`src/rtl/qif_neuron_scheduler.sv`:
```
`default_nettype none
// ============================================================================
// Module   : qif_neuron_scheduler
// Brief    : Round-robin time-multiplexing controller for one shared 8-bit
//            QIF update core. Owns the per-neuron membrane/current registers,
//            walks them one neuron per two-cycle slot (ISSUE, COMMIT) and
//            queues spike events in a 2-entry valid/ready FIFO.
// Options  : QIF_SCHED_REFRAC_EN - builds per-neuron refractory counters that
//            hold a neuron at V_RESET for REFRAC_FRAMES frames after a spike.
// Revision : 1.0 - initial release
// ============================================================================
module qif_neuron_scheduler #(
  parameter int         N_NEURONS     = 4,
  parameter logic [7:0] V_RESET       = 8'd0,
  parameter int         REFRAC_FRAMES = 2,
  localparam int        AW            = $clog2(N_NEURONS)
) (
  input  logic          clk,
  input  logic          rst_n,
  input  logic          ena,
  input  logic          syn_we,
  input  logic [AW-1:0] syn_addr,
  input  logic [7:0]    syn_in,
  output logic [7:0]    upd_v,
  output logic [7:0]    upd_i,
  input  logic [7:0]    upd_v_next,
  input  logic          upd_spike,
  output logic          spk_valid,
  output logic [AW-1:0] spk_id,
  input  logic          spk_ready,
  output logic          frame_done,
  output logic          spk_ovf,
  input  logic [AW-1:0] mon_addr,
  output logic [7:0]    v_mon
);

  localparam logic [AW-1:0] c_last_idx = AW'(N_NEURONS - 1);

  // Reject unsupported configurations at elaboration time
  if (N_NEURONS < 2 || N_NEURONS > 8 || (N_NEURONS & (N_NEURONS - 1)) != 0 ||
      REFRAC_FRAMES < 1 || REFRAC_FRAMES > 15) begin : g_bad_params
    $error("qif_neuron_scheduler: parameter out of supported range");
  end

  typedef enum logic [1:0] {
    S_IDLE      = 2'd0,
    S_ISSUE     = 2'd1,
    S_COMMIT    = 2'd2,
    S_FRAME_END = 2'd3
  } state_t;

  state_t          r_state;
  state_t          w_state_next;
  logic [AW-1:0]   r_idx;

  logic [7:0]      r_v [N_NEURONS];
  logic [7:0]      r_i [N_NEURONS];

  logic            w_hold;      // current neuron is refractory this slot
  logic            w_commit;
  logic            w_push;      // spike event offered to the FIFO
  logic            w_pop;
  logic            w_full;
  logic            w_push_ok;

  logic [AW-1:0]   r_fifo [2];
  logic            r_rd_ptr;
  logic            r_wr_ptr;
  logic [1:0]      r_count;

  assign w_commit = (r_state == S_COMMIT);

  // State register and neuron index walker
  always_ff @(posedge clk or negedge rst_n) begin
    if (!rst_n) begin
      r_state <= S_IDLE;
      r_idx   <= '0;
    end else begin
      r_state <= w_state_next;
      if (r_state == S_IDLE && ena) begin
        r_idx <= '0;
      end else if (w_commit && r_idx != c_last_idx) begin
        r_idx <= r_idx + AW'(1);
      end
    end
  end

  // Next-state decode and the end-of-frame pulse
  always_comb begin
    w_state_next = r_state;
    frame_done   = 1'b0;
    case (r_state)
      S_IDLE:      if (ena) w_state_next = S_ISSUE;
      S_ISSUE:     w_state_next = S_COMMIT;
      S_COMMIT:    w_state_next = (r_idx == c_last_idx) ? S_FRAME_END : S_ISSUE;
      S_FRAME_END: begin
        frame_done   = 1'b1;
        w_state_next = S_IDLE;
      end
      default:     w_state_next = S_IDLE;
    endcase
  end

`ifdef QIF_SCHED_REFRAC_EN
  localparam logic [3:0] c_refrac_load = 4'(REFRAC_FRAMES);

  logic [3:0] r_refrac [N_NEURONS];

  assign w_hold = (r_refrac[r_idx] != 4'd0);

  // Refractory counters: load on spike, count down while holding
  always_ff @(posedge clk or negedge rst_n) begin
    if (!rst_n) begin
      for (int k = 0; k < N_NEURONS; k++) r_refrac[k] <= 4'd0;
    end else if (w_commit) begin
      if (w_hold) begin
        r_refrac[r_idx] <= r_refrac[r_idx] - 4'd1;
      end else if (upd_spike) begin
        r_refrac[r_idx] <= c_refrac_load;
      end
    end
  end
`else
  assign w_hold = 1'b0;
`endif

  assign w_push = w_commit && upd_spike && !w_hold;

  // Operand capture at ISSUE and membrane write-back at COMMIT
  always_ff @(posedge clk or negedge rst_n) begin
    if (!rst_n) begin
      upd_v <= V_RESET;
      upd_i <= 8'd0;
      for (int k = 0; k < N_NEURONS; k++) r_v[k] <= V_RESET;
    end else begin
      if (r_state == S_ISSUE) begin
        upd_v <= r_v[r_idx];
        upd_i <= r_i[r_idx];
      end
      if (w_commit) begin
        if (w_hold || upd_spike) r_v[r_idx] <= V_RESET;
        else                     r_v[r_idx] <= upd_v_next;
      end
    end
  end

  // Synaptic-current writes are accepted in every state
  always_ff @(posedge clk or negedge rst_n) begin
    if (!rst_n) begin
      for (int k = 0; k < N_NEURONS; k++) r_i[k] <= 8'd0;
    end else if (syn_we) begin
      r_i[syn_addr] <= syn_in;
    end
  end

  // A push into a full FIFO still fits when the head leaves on the same edge
  assign w_full    = (r_count == 2'd2);
  assign w_pop     = spk_valid && spk_ready;
  assign w_push_ok = w_push && (!w_full || w_pop);
  assign spk_valid = (r_count != 2'd0);
  assign spk_id    = r_fifo[r_rd_ptr];

  // Spike FIFO storage, pointers, occupancy and sticky overflow
  always_ff @(posedge clk or negedge rst_n) begin
    if (!rst_n) begin
      r_fifo[0] <= '0;
      r_fifo[1] <= '0;
      r_rd_ptr  <= 1'b0;
      r_wr_ptr  <= 1'b0;
      r_count   <= 2'd0;
      spk_ovf   <= 1'b0;
    end else begin
      if (w_push_ok) begin
        r_fifo[r_wr_ptr] <= r_idx;
        r_wr_ptr         <= ~r_wr_ptr;
      end
      if (w_pop) r_rd_ptr <= ~r_rd_ptr;
      r_count <= r_count + {1'b0, w_push_ok} - {1'b0, w_pop};
      if (w_push && !w_push_ok) spk_ovf <= 1'b1;
    end
  end

  // Registered membrane monitor
  always_ff @(posedge clk or negedge rst_n) begin
    if (!rst_n) v_mon <= V_RESET;
    else        v_mon <= r_v[mon_addr];
  end

endmodule
`default_nettype wire

```
`config.mk`:
```
export PLATFORM = sky130hd
export DESIGN_NAME = qif_neuron_scheduler
export DESIGN_NICKNAME = d
export VERILOG_FILES = /design/src/rtl/qif_neuron_scheduler.sv
export SDC_FILE = /design/constraint.sdc
export NUM_CORES = 1
export LEC_CHECK = 0
export ABC_AREA = 1
export ABC_CLOCK_PERIOD_IN_PS = 1900
export BUFFER_PORTS_ARGS = -buffer_cell sky130_fd_sc_hd__buf_2
export CORE_ASPECT_RATIO = 0.7
export CORE_MARGIN = 2
export CORE_UTILIZATION = 60
export CTS_BUF_LIST = sky130_fd_sc_hd__clkbuf_8
export DETAILED_ROUTE_END_ITERATION = 8
export MAX_ROUTING_LAYER = met4
export PLACE_DENSITY = 0.81
export SLEW_MARGIN = 0
export SYNTH_ARGS = -nofsm -noshare
export SYNTH_HDL_FRONTEND = slang
export SYNTH_SLANG_ARGS = --single-unit
```
`constraint.sdc`:
```
create_clock -name clk -period 1.9 [get_ports clk]
set_input_delay 0.19 -clock clk [delete_from_list [all_inputs] [get_ports clk]]
set_output_delay 0.19 -clock clk [all_outputs]
set_load 0.02 [all_outputs]
```
# Word level (Yosys, flattened, before mapping)
# Index checks and enable logic that the tools add are counted.
# classes
eq_ne	7
add_sub_neg	3
n_bitwise	9
order_cmp	8
muxes	28
reduce_logical	15
# ops
operator	count
$bwmux W32	2
$mux W8	8
$bmux W8 S2	3
$and A32 B32 Y32	1
$demux W8 S2	2
$mux W32	1
$not A32 Y32	1
$mux W2	8
$ge A3 B3 Y1 const B	3
$logic_and A1 B1 Y1	9
$not A2 Y3	3
$eq A2 B2 Y1 const B	4
$pmux W2 S4	1
$lt A3 B1 Y1 const B	2
$bwmux W4	1
$ge A2 B2 Y1 const B	2
$ne A2 B2 Y1 const B	2
$not A1 Y2	2
$reduce_bool A2 Y1	2
$add A2 B1 Y2	1
$add A2 B1 Y2 const B	1
$demux W2 S1	1
$eq A2 B1 Y1 const B	1
$logic_not A1 Y1	2
6 further kinds	7
# word_totals
output_inout_bits	29
in_bits	26
regBits	101

# Depth between registers and ports, before layout
# Gate-level depths: netlist of the first run.
# depth
word_depth	8
mapped_depth	11

# Least setup slack after synthesis of the first run
# Ideal clock, no wire load.
# synth_timing
path_kind	flip-flop to flip-flop
startpoint	reg r_idx[1]
endpoint	reg r_v[21] in the netlist's numbering
t_required_ns	1.826
period_less_slack_ns	1.496
t_arrival_ns	1.422
setup_slack_ns	0.404
path_stages_with_launch	10
path_cell_list	dfrtp_1 -> buf_2 -> inv_2 -> buf_4 -> ha_1 -> inv_1 -> nor2_8 -> buf_6 -> nand2_1 -> o21ai_2
# synth_via
elab_chain_len	8
word_cells_on_any_way	10
# synth_lines
item	line_no	text
from (decl)	54	logic [AW-1:0] r_idx;
from (signal assigned)	83	r_idx <= r_idx + AW'(1);
$not A2 Y3 (implied by the code) (*)	141, 142	
$ge A3 B3 Y1 (implied by the code) or $lt A3 B1 Y1 (tied branches)	141, 142	
$logic_and A1 B1 Y1 (implied by the code)	141, 142	
$mux W8 (implied by the code)	141, 142	
$demux W8 S2 (*)	141, 142	
$not A32 Y32 (no source line)	n/a	
$and A32 B32 Y32 (no source line)	n/a	
$mux W32 (*)	141	if (w_hold || upd_spike) r_v[r_idx] <= V_RESET;
to (signal, indexed assignment)	142	else r_v[r_idx] <= upd_v_next;
to (decl)	56	logic [7:0] r_v [N_NEURONS];
# Every way passes the cells marked *; elsewhere a longest branch is shown, timed or not.
# A chain may end at the register's enable or synchronous reset.

# Final worst setup path of the first run
# layout_timing
startpoint	reg r_state[1]
endpoint	out frame_done
# layout_via
elab_chain_len	2
# layout_lines
item	line_no	text
from (decl)	52	state_t r_state;
from (signal assigned)	79	r_state <= w_state_next;
$eq A2 B2 Y1	92	case (r_state)
$mux W1	92	
to (decl)	31	output logic frame_done,
# Every way passes these cells.

==> summary.md, run 1 <==
| Metric | Value |
|---|---|
| Die height | `80.4 um` |
| Placed Instance Area | `5300 um^2` |
| Detail Placement HPWL | `7.40 mm` |
| Via/cell ratio | `5.28` |
| Largest net degree at the start of global routing | `59` |
| Clock root buffer | `clkbuf_8` |
| Worst min path class | `in2reg` |
| PwrDens | `roughly 1500 nW/um^2` |
| Rows | `27` |
| Clk buf depth | `2` |
| CP Class | `reg2out` |
| VDD IR max | `0.686 mV` |
| Initial DRC count | `317` |
| Unrepaired setup endpoints after global routing | `false` |
| Total number of vias | `slightly above 4,000` |
| Grt total ovfl | `0` |
| Critical Path RT | `1.71 ns` |
| Detail Route Antenna Nets | `0` |
| Syn Area/Cell | `slightly below 8 um^2` |
| TritonCTS clock tree | `built` |
| Final Max Slew Viols | `0` |
| Hold depth | `2` |
| # DRC | `5` |
| Resize count post-CTS | `0` |
| I/O pins | `55` |
| Yosys warnings | `0` |
| GRT Util Overall | `0.265` |
| Critical Path End Type | `primary output` |
| Clk sink count | `101` |
| H-tree levels | `3` |
| Final Skew | `0.0105 ns` |
| Number of global-route vias before repair | `3,834` |
| Die Wd | `113 um` |
| RePlAce Congestion | `0.847` |
| Status | `complete, but fails checks` |
| CTS buffer count | `9` |
| Final Critical Period | `1.52 ns` |
| Initial antenna violation count | `0` |
| # hold bufs at CTS | `1` |
| Final hold violations | `0` |
| Worst-path clk slew | `0.10 ns` |
| Total Power | `8.06 mW` |
| Worst Path Arrival | `1.33 ns` |
| Slew headroom | `0.600` |
| Area grow syn2layout | `10.1%` |
| Core area | `7970 um^2` |
| Die ar. | `9090 um^2` |
| Mapped Nets | `663` |
| Largest stage delay, worst path | `0.64 ns` |
| Global-route wire length before repair | `18.1 mm` |
| Port Buffer Count | `54` |
| Post-Syn Instances | `632` |
| Violated checks | `design-rule violations` |
| Final hold slack | `0.0320 ns` |
| Starting Density | `0.627` |
| FMAX | `0.656 GHz` |
| Final setup fails | `0` |
| Clock Latency Late Sink | `around 0.39 ns` |
| Critical Path Fanout Max | `6` |
| Max-Cap Viols | `0` |
| Syn Std Cell Area | `5000 um^2` |
| Fin nets | `between 700 and 800` |
| Layout cells sized above 1 | `0.143` |
| Cells on worst reg2reg path | `6` |
| Total wire length | `11.0 mm` |
| Setup Buffers After CTS | `0` |
| Beginning of the worst hold path | `ena` |
| Worst r2r src | `r_idx[0]` |
| Crit-path slowest cell | `dfrtp_1` |
| Startpoint Class | `register` |
| Min-Delay Endpoint | `r_state[0]` |
| Post-route cell area | `5500 um^2` |
| Setup TNS | `0 ns` |
| Routed wire per std cell | `14.0 um` |
| Part of the cycle the worst path needs | `0.802` |
| Synthesized flop and latch total | `101` |
| Pre-Repair DR Iteration Count | `7` |
| Post-synthesis sequential area ratio | `0.505` |
| Worst path bufs/invs | `2` |
| Unique masters post-synth | `24` |
| Family with the most delay on the worst path | `flip-flops` |
| P_leak | `just over 3 nW` |
| R2r endpoint | `upd_i[7]` |
| R2r setup slk | `0.38 ns` |
| # diodes | `0` |
| CP Cell Sequence | `nand2_1 > inv_1 > buf_2` |
| Worst slew pin tran | `0.599 ns` |
==> area by class of cell <==
class | instances | area (um^2)
Inverter | 101 | 382
Sequential cell | 101 | 2530
Timing Repair Buffer | 64 | 363
Clock buffer | 9 | 124
Fill cell | 642 | 2470
Clock inverter | 7 | 67.6
Tap cell | 101 | 126
Multi-Input combinational cell | 402 | 1910
==> flip-flops by register name (all words and copies together), names as in the netlist <==
register,cells
r_count,2
r_fifo,4
r_i,32
r_idx,2
r_rd_ptr,1
r_state,2
r_v,32
r_wr_ptr,1
spk_ovf,1
upd_i,8
upd_v,8
v_mon,8
==> cells by family (layout without fill, tap and decap cells) <==
group	count (synthesis)	after routing	synth area share
buf+inv	129	181	0.112
fa+ha+maj	5	5	0.0125
compound gates	94	94	0.105
xor+xnor	1	1	0.00175
simple gates	302	302	0.263
flops	101	101	0.505
==> synth_stat cells (all sizes together) <==
cell type	count	area, um^2
xor2	1	8.76
ha	5	62.6
nand2	239	913
inv	101	382
buf	25	166
o21ai	76	410
clkbuf	3	11.3
a21oi	8	40.0
o21a	1	7.51
nand3	42	215
dfrtp	101	2530
nor2	16	158
o21bai	1	7.51
nand4	5	31.3
o211ai	8	60.1
==> where the power goes <==
group          total, mW  internal, mW  switching (mW)
combinational       3.40          1.11            2.29
clock               1.36         0.602           0.758
sequential          3.31          2.88           0.426
total               8.06          4.59            3.47
==> layer usage <==
| layer | vias up | track usage | routed length (um) |
|---|---|---|---|
| met5 | - | - | 0 |
| met4 | 0 | 0.0963 | 166 |
| met3 | 19 | 0.0626 | 791 |
| met2 | 144 | 0.407 | 4940 |
| met1 | 1943 | 0.351 | 5080 |
| li1 | 2039 | - | - |
==> worst max path at each step <==
stage / startpoint / end / slack, ns / cells after the start
2_1_floorplan: r_idx[1] / r_v[21] / 0.40 / 9
3_3_place_gp: r_idx[0] / upd_v[5] / 0.46 / 6
3_5_place_dp: r_idx[0] / upd_i[7] / 0.41 / 6
4_1_cts: r_state[1] / frame_done / 0.36 / 3
5_1_grt: r_state[1] / frame_done / 0.26 / 3
6_report: r_state[1] / frame_done / 0.38 / 3
==> stage by stage <==
stage | util | instances | setup WS, ns
CTS | 0.690 | 785 | 0.361
global placement | 0.665 | 768 | 0.457
detailed placement | 0.665 | 768 | 0.412
floorplan | - | 632 | 0.404
finish | 0.690 | 785 | 0.375
global route | 0.690 | 785 | 0.263
==> cells in the final DEF, fill, tap and decap left out, types with 8 or more instances in the layout <==
cell,instances
o21ai_1,24
a21oi_1,8
o21ai_0,44
buf_2,53
dfrtp_1,101
inv_1,98
o21ai_2,8
nand2_1,238
clkbuf_8,9
nor2_1,10
buf_4,9
nand3_1,41
o211ai_1,8
(Power assumes the default switching activity.)
==> run 2: changes to the inputs <==
Settings changed: ABC_CLOCK_PERIOD_IN_PS 1900 to 1300, CORE_UTILIZATION 60 to 55, PLACE_DENSITY 0.81 to 0.79.
Clock period 1.9 ns to 1.3 ns, I/O delays scaled along.
==> run 2 against run 1 <==
Against the previous run: the flow finishes with violations (negative setup slack); sequential power increased by 46%; via count increased by 6.2%; sequential share of layout area decreased by 4.0 points; global-route usage decreased by 0.94 points; first-iteration DRC count increased by 26%; hold slack improved by 0.019 ns; combinational power increased by 79%; final cell count increased by 7.3%; critical path depth increased by 3; wire length increased by 12%; worst setup slack got worse by 0.44 ns; utilization decreased by 1.7 points.
==> summary.md, run 2 (same netlist as run 1, synthesis figures left out) <==
| Metric | Value |
|---|---|
| Placed Instance Area | `~5500 um^2` |
| TritonCTS clock tree | `built` |
| Die ar. | `9880 um^2` |
| Net Sw Frac | `0.415` |
| R2r setup slk | `-0.06 ns` |
| Worst Path Arrival | `1.64 ns` |
| Starting Density | `0.558` |
| PwrDens | `2180 nW/um^2` |
| Die Wd | `between 100 and 150 um` |
| Grt total ovfl | `0` |
| Post-route cell area | `6030 um^2` |
| Dpl ws | `-0.0261 ns` |
| Worst r2r src | `r_state[0]` |
| P_int | `approximately 7.7 mW` |
| CTS buffer count | `9` |
| Total wire length | `12.3 mm` |
| Clock root buffer | `clkbuf_8` |
| Critical Path Fanout Max | `8` |
| Critical Path End Type | `register` |
| Most frequent cells in the layout | `nand2_1 (229), dfrtp_1 (99), inv_1 (87), buf_2 (50), o21ai_0 (44)` |
| Clock group share of total power | `0.172` |
| # DRC | `0` |
| Net switching power | `5.47 mW` |
| Slew headroom | `0.640` |
| Via/cell ratio | `5.23` |
| Clock Latency Late Sink | `0.37 ns` |
| Cells on worst reg2reg path | `6` |
| # diodes | `0` |
| Layout cells sized above 1 | `0.221` |
| Worst slew pin tran | `0.539 ns` |
| Final core utilization | `0.673` |
| I/O pins | `55` |
| H-tree levels | `3` |
| Placed insts | `804` |
| Core area | `between 8000 and 9000 um^2` |
| FMAX | `0.735 GHz` |
| Final Skew | `0.00798 ns` |
| Worst Setup SP | `r_state[0]` |
| Regs by FF count | `r_i x32, r_v x32` |
| Violated checks | `negative setup slack` |
| Rows | `29` |
| Critical Path RT | `1.58 ns` |
| Status | `complete, but fails checks` |
| RePlAce Congestion | `slightly below 0.9` |
| GRT Util Overall | `0.256` |
| Worst min path class | `in2reg` |
| Post-Layout Cell Count | `842` |
| Largest net degree at the start of global routing | `~100` |
| P_leak | `3.28 nW` |
| Commonest non-fill, non-tap cell in the layout | `nand2_1` |
| Die height | `83.8 um` |
| Global-route wire length before repair | `19.4 mm` |
| Pre-Repair DR Iteration Count | `5` |
| Initial antenna violation count | `0` |
| Critical Path End | `r_v[8]` |
| Startpoint Class | `register` |
| Worst-path clk slew | `0.09 ns` |
| Final hold violations | `0` |
| Area grow syn2layout | `20.6%` |
| Fill count | `737` |
| Clk sink count | `101` |
| Final Max Slew Viols | `0` |
| Final worst setup slack | `-0.0603 ns` |
| Final setup fails | `5` |
| Fin nets | `744` |
| Port Buffer Count | `54` |
| CP Class | `reg2reg` |
| Final Critical Period | `between 1 and 1.5 ns` |
| R2r endpoint | `r_v[8]` |
| Max-Cap Viols | `0` |
| Clk buf depth | `2` |
| Total number of vias | `4,402` |
| VDD IR max | `0.883 mV` |
| Initial DRC count | `399` |
| Combinational Power Share | `0.461` |
| Part of the cycle the worst path needs | `1.05` |
| Setup TNS | `-0.0928 ns` |
| Detail Route Antenna Nets | `0` |
| Routed wire per std cell | `14.6 um` |
| Seq pwr share | `0.367` |
| Number of global-route vias before repair | `4,113` |
| Detail Placement HPWL | `between 7 and 8 mm` |
| Unrepaired setup endpoints after global routing | `true` |
[run 2: final cells by class]
| type | instances | area [um^2] | share of cell area |
|---|---|---|---|
| inverter | 101 | 397 | 0.0657 |
| tap | 124 | 155 | 0.0257 |
| sequential | 101 | 2530 | 0.419 |
| timing repair buffer | 94 | 698 | 0.116 |
| clock inverter | 5 | 81.3 | 0.0135 |
| clock buffer | 11 | 151 | 0.0251 |
| multi-input combinational | 406 | 2020 | 0.335 |
[run 2: worst min-delay path by stage]
| stage | from | end | slack (ns) | cells past startpoint |
|---|---|---|---|---|
| after floorplan | rst_n | r_count[0] | -0.17 | 0 |
| after global placement | rst_n | v_mon[1] | 0.23 | 2 |
| after detailed placement | rst_n | r_v[17] | 0.23 | 2 |
| after CTS | spk_ready | r_rd_ptr | 0.03 | 3 |
| after global routing | spk_ready | r_rd_ptr | 0.04 | 3 |
| final | spk_ready | r_rd_ptr | 0.05 | 3 |
[run 2: layer usage]
layer,vias to the layer above,routed length (um),track usage
li1,2114,-,-
met4,0,334,0.0800
met3,37,890,0.0505
met1,2063,5430,0.347
met5,-,0,-
met2,188,5640,0.394
[run 2: what timing repair did]
action / CTS / global route
hold buffers: 2 / 0
hold endpoints to repair: 102 / 0
pin swaps: 2 / 10
resized for setup: 4 / 32
buffers inserted: 9 / 7
setup endpoints to repair: 29 / 45
gates cloned: 0 / 4
[run 2: worst max-delay path, cell delays in order (launching register included)]
cell and delay (ns):
dfrtp_1 0.44, clkinv_4 0.13, buf_4 0.13, nand2_4 0.10, nor2_8 0.20, nand2_1 0.11
o21ai_1 0.15
[run 2: metrics by stage]
stage	total power, mW	hold slack (ns)
2_1_floorplan	8.63	-0.166
3_3_place_gp	9.98	0.228
3_5_place_dp	10.2	0.233
4_1_cts	12.7	0.0322
5_1_grt	14.1	0.0393
6_report	13.2	0.0513
[run 2: power groups by stage]
stage / registers [mW] / logic [mW] / clock network (mW)
4_1_cts: 4.78 / 5.58 / 2.30
6_report: 4.83 / 6.07 / 2.27
3_5_place_dp: 4.86 / 5.32 / 0
2_1_floorplan: 5.09 / 3.54 / 0
5_1_grt: 4.93 / 6.76 / 2.45
3_3_place_gp: 4.82 / 5.16 / 0
==> run 3: changes to the inputs <==
--- a/config.mk
+++ b/config.mk
@@ -12,3 +12,3 @@
 export CORE_MARGIN = 2
-export CORE_UTILIZATION = 55
+export CORE_UTILIZATION = 50
 export CTS_BUF_LIST = sky130_fd_sc_hd__clkbuf_8
@@ -16,3 +16,3 @@
 export MAX_ROUTING_LAYER = met4
-export PLACE_DENSITY = 0.79
+export PLACE_DENSITY = 0.72
 export SLEW_MARGIN = 0
==> constraint.sdc (replaced) <==
create_clock -name clk -period 1.3 [get_ports clk]
set_input_delay 0.065 -clock clk [delete_from_list [all_inputs] [get_ports clk]]
set_output_delay 0.065 -clock clk [all_outputs]
set_load 0.02 [all_outputs]
==> run 3 against run 2 <==
Against the previous run: the run still ends with negative setup slack left; worst setup slack improved by 0.047 ns; combinational power increased by 5.9%; register-to-register slack improved by 0.05 ns; wire length increased by 3.3%; global-route usage decreased by 1.4 points; highest routed layer unchanged; total power increased by 1.9%; clock power decreased by 4%; first-iteration DRC count increased by 8.0%; final cell count increased by 3.2%; count of clock-buffer cells in the layout decreased by 2.
==> summary.md, run 3 (same netlist as run 1, synthesis figures left out) <==
| Metric | Value |
|---|---|
| Starting Density | `0.514` |
| Initial DRC count | `431` |
| Violated checks | `negative setup slack` |
| Largest net degree at the start of global routing | `102` |
| Final worst setup slack | `-0.0135 ns` |
| CP Class | `reg2reg` |
| GR peak layer | `met2` |
| Final core utilization | `0.644` |
| RePlAce Congestion | `0.879` |
| Die Wd | `124 um` |
| CTS buffer count | `9` |
| P_leak | `3.40 nW` |
| Number of global-route vias before repair | `4,057` |
| FMAX | `around 0.76 GHz` |
| Worst min path class | `in2reg` |
| Area grow syn2layout | `25.2%` |
| Detail Placement HPWL | `7.47 mm` |
| PwrDens | `2140 nW/um^2` |
| GR Layer Usage met3 | `0.0612` |
| Pre-Repair DR Iteration Count | `5` |
| GRT Util Overall | `0.242` |
| VDD IR max | `1.05 mV` |
| Grt total ovfl | `0` |
| Worst slew pin tran | `about 0.54 ns` |
| Final Critical Period | `1.31 ns` |
| Final Skew | `0.0100 ns` |
| Most frequent cells in the layout | `nand2_1 (231), dfrtp_1 (99), inv_1 (89), buf_2 (51), o21ai_0 (44)` |
| # DRC | `0` |
| Dpl ws | `-0.0700 ns` |
| Slew headroom | `0.641` |
| Via/cell ratio | `5.15` |
| Clk buf depth | `2` |
| Final setup fails | `1` |
| Max-Cap Viols | `0` |
| GR Layer Usage met2 | `0.345` |
| Fin nets | `767` |
| Die ar. | `around 11,000 um^2` |
| Total number of vias | `~4,500` |
| Part of the cycle the worst path needs | `1.01` |
| Total wire length | `12.7 mm` |
| Critical Path End Type | `register` |
| Routed wire per std cell | `14.6 um` |
| Startpoint Class | `register` |
| Status | `complete, but fails checks` |
| Final Max Slew Viols | `0` |
| R2r setup slk | `-0.01 ns` |
| Rows | `30` |
| Core area | `a little under 10,000 um^2` |
| Register area | `2530 um^2` |
| Fill count | `789` |
| Port Buffer Count | `54` |
| Total Power | `13.4 mW` |
| Detail Route Antenna Nets | `0` |
| M1 GR Usage | `0.335` |
| I/O pins | `55` |
| Global-route wire length before repair | `19.5 mm` |
| Regs by FF count | `r_i x32, r_v x32` |
| TritonCTS clock tree | `built` |
| Worst-path clk slew | `0.10 ns` |
| Unrepaired setup endpoints after global routing | `true` |
| Initial antenna violation count | `0` |
| Clock root buffer | `clkbuf_8` |
| Clock Latency Late Sink | `around 0.39 ns` |
| Worst Path Arrival | `1.62 ns` |
| Clk sink count | `101` |
| Critical Path Fanout Max | `8` |
| Area of the multi-input gates | `approximately 2100 um^2` |
| # diodes | `0` |
| H-tree levels | `3` |
| Die height | `87.7 um` |
| Commonest non-fill, non-tap cell in the layout | `nand2_1` |
| Layout cells sized above 1 | `0.232` |
| Critical Path RT | `1.61 ns` |
| Final hold violations | `0` |
-- run 3: cell types whose count changed in the layout (fill, tap and decap cells not counted), sizes merged --
cell	previous run	this run
dlygate4sd3	2	11
nand2	240	239
nor2	19	20
inv	100	101
clkbuf	11	9
buf	92	106
clkinvlp	1	0
clkinv	3	5
-- run 3: timing repair --
item,CTS,global route
setup endpoints to repair,30,40
gates resized for setup,8,37
pin swaps,2,12
hold endpoints to repair,123,0
setup buffers,7,20
hold buffers,11,0
gates cloned,1,3
-- run 3: final timing paths --
| path | start | endpoint | cells past startpoint |
|---|---|---|---|
| worst max-delay path | r_idx[1] | r_v[25] | 7 |
| max in group asynchronous | rst_n | r_idx[0] | 3 |
| worst max register to register | r_idx[1] | r_v[25] | 7 |
| worst min register to register | upd_i[7] | upd_i[7] | 2 |
| min in group asynchronous | rst_n | v_mon[0] | 3 |
| worst min-delay path | upd_v_next[3] | r_v[27] | 5 |
-- run 3: cell type report --
type / instances / share of cell area
clock inverter: 7 / 0.0146
tap: 128 / 0.0256
multi-input combinational: 406 / 0.328
clock buffer: 9 / 0.0198
sequential: 101 / 0.404
inverter: 101 / 0.0649
timing repair buffer: 117 / 0.143
-- run 3: layer usage --
layer,wire [um],vias to the layer above
met2,5860,162
li1,-,2157
met3,845,27
met4,284,0
met1,5710,2130
met5,0,-
-- run 3: through the flow --
step,cells,area [um^2],setup TNS (ns),hold slack [ns]
3_5_place_dp,811,5520,-0.407,0.174
2_1_floorplan,632,5040,-1.05,-0.231
3_3_place_gp,811,5520,-0.000912,0.168
5_1_grt,869,6260,-0.313,0.0576
4_1_cts,846,5940,0,0.00585
6_report,869,6260,-0.0135,0.0323
-- run 3: worst max-delay path, cell delays in order (launching register included) --
cell	delay [ns]
dfrtp_1	0.43
buf_6	0.15
inv_8	0.07
ha_4	0.15
inv_6	0.05
nor2_8	0.17
nand2_1	0.11
o21ai_1	0.11
-- run 3: report_power, final --
part	internal (mW)	switching, mW	leakage (nW)
clock network	1.08	1.11	0.114
registers	4.22	0.565	1.25
logic	2.52	3.92	2.03
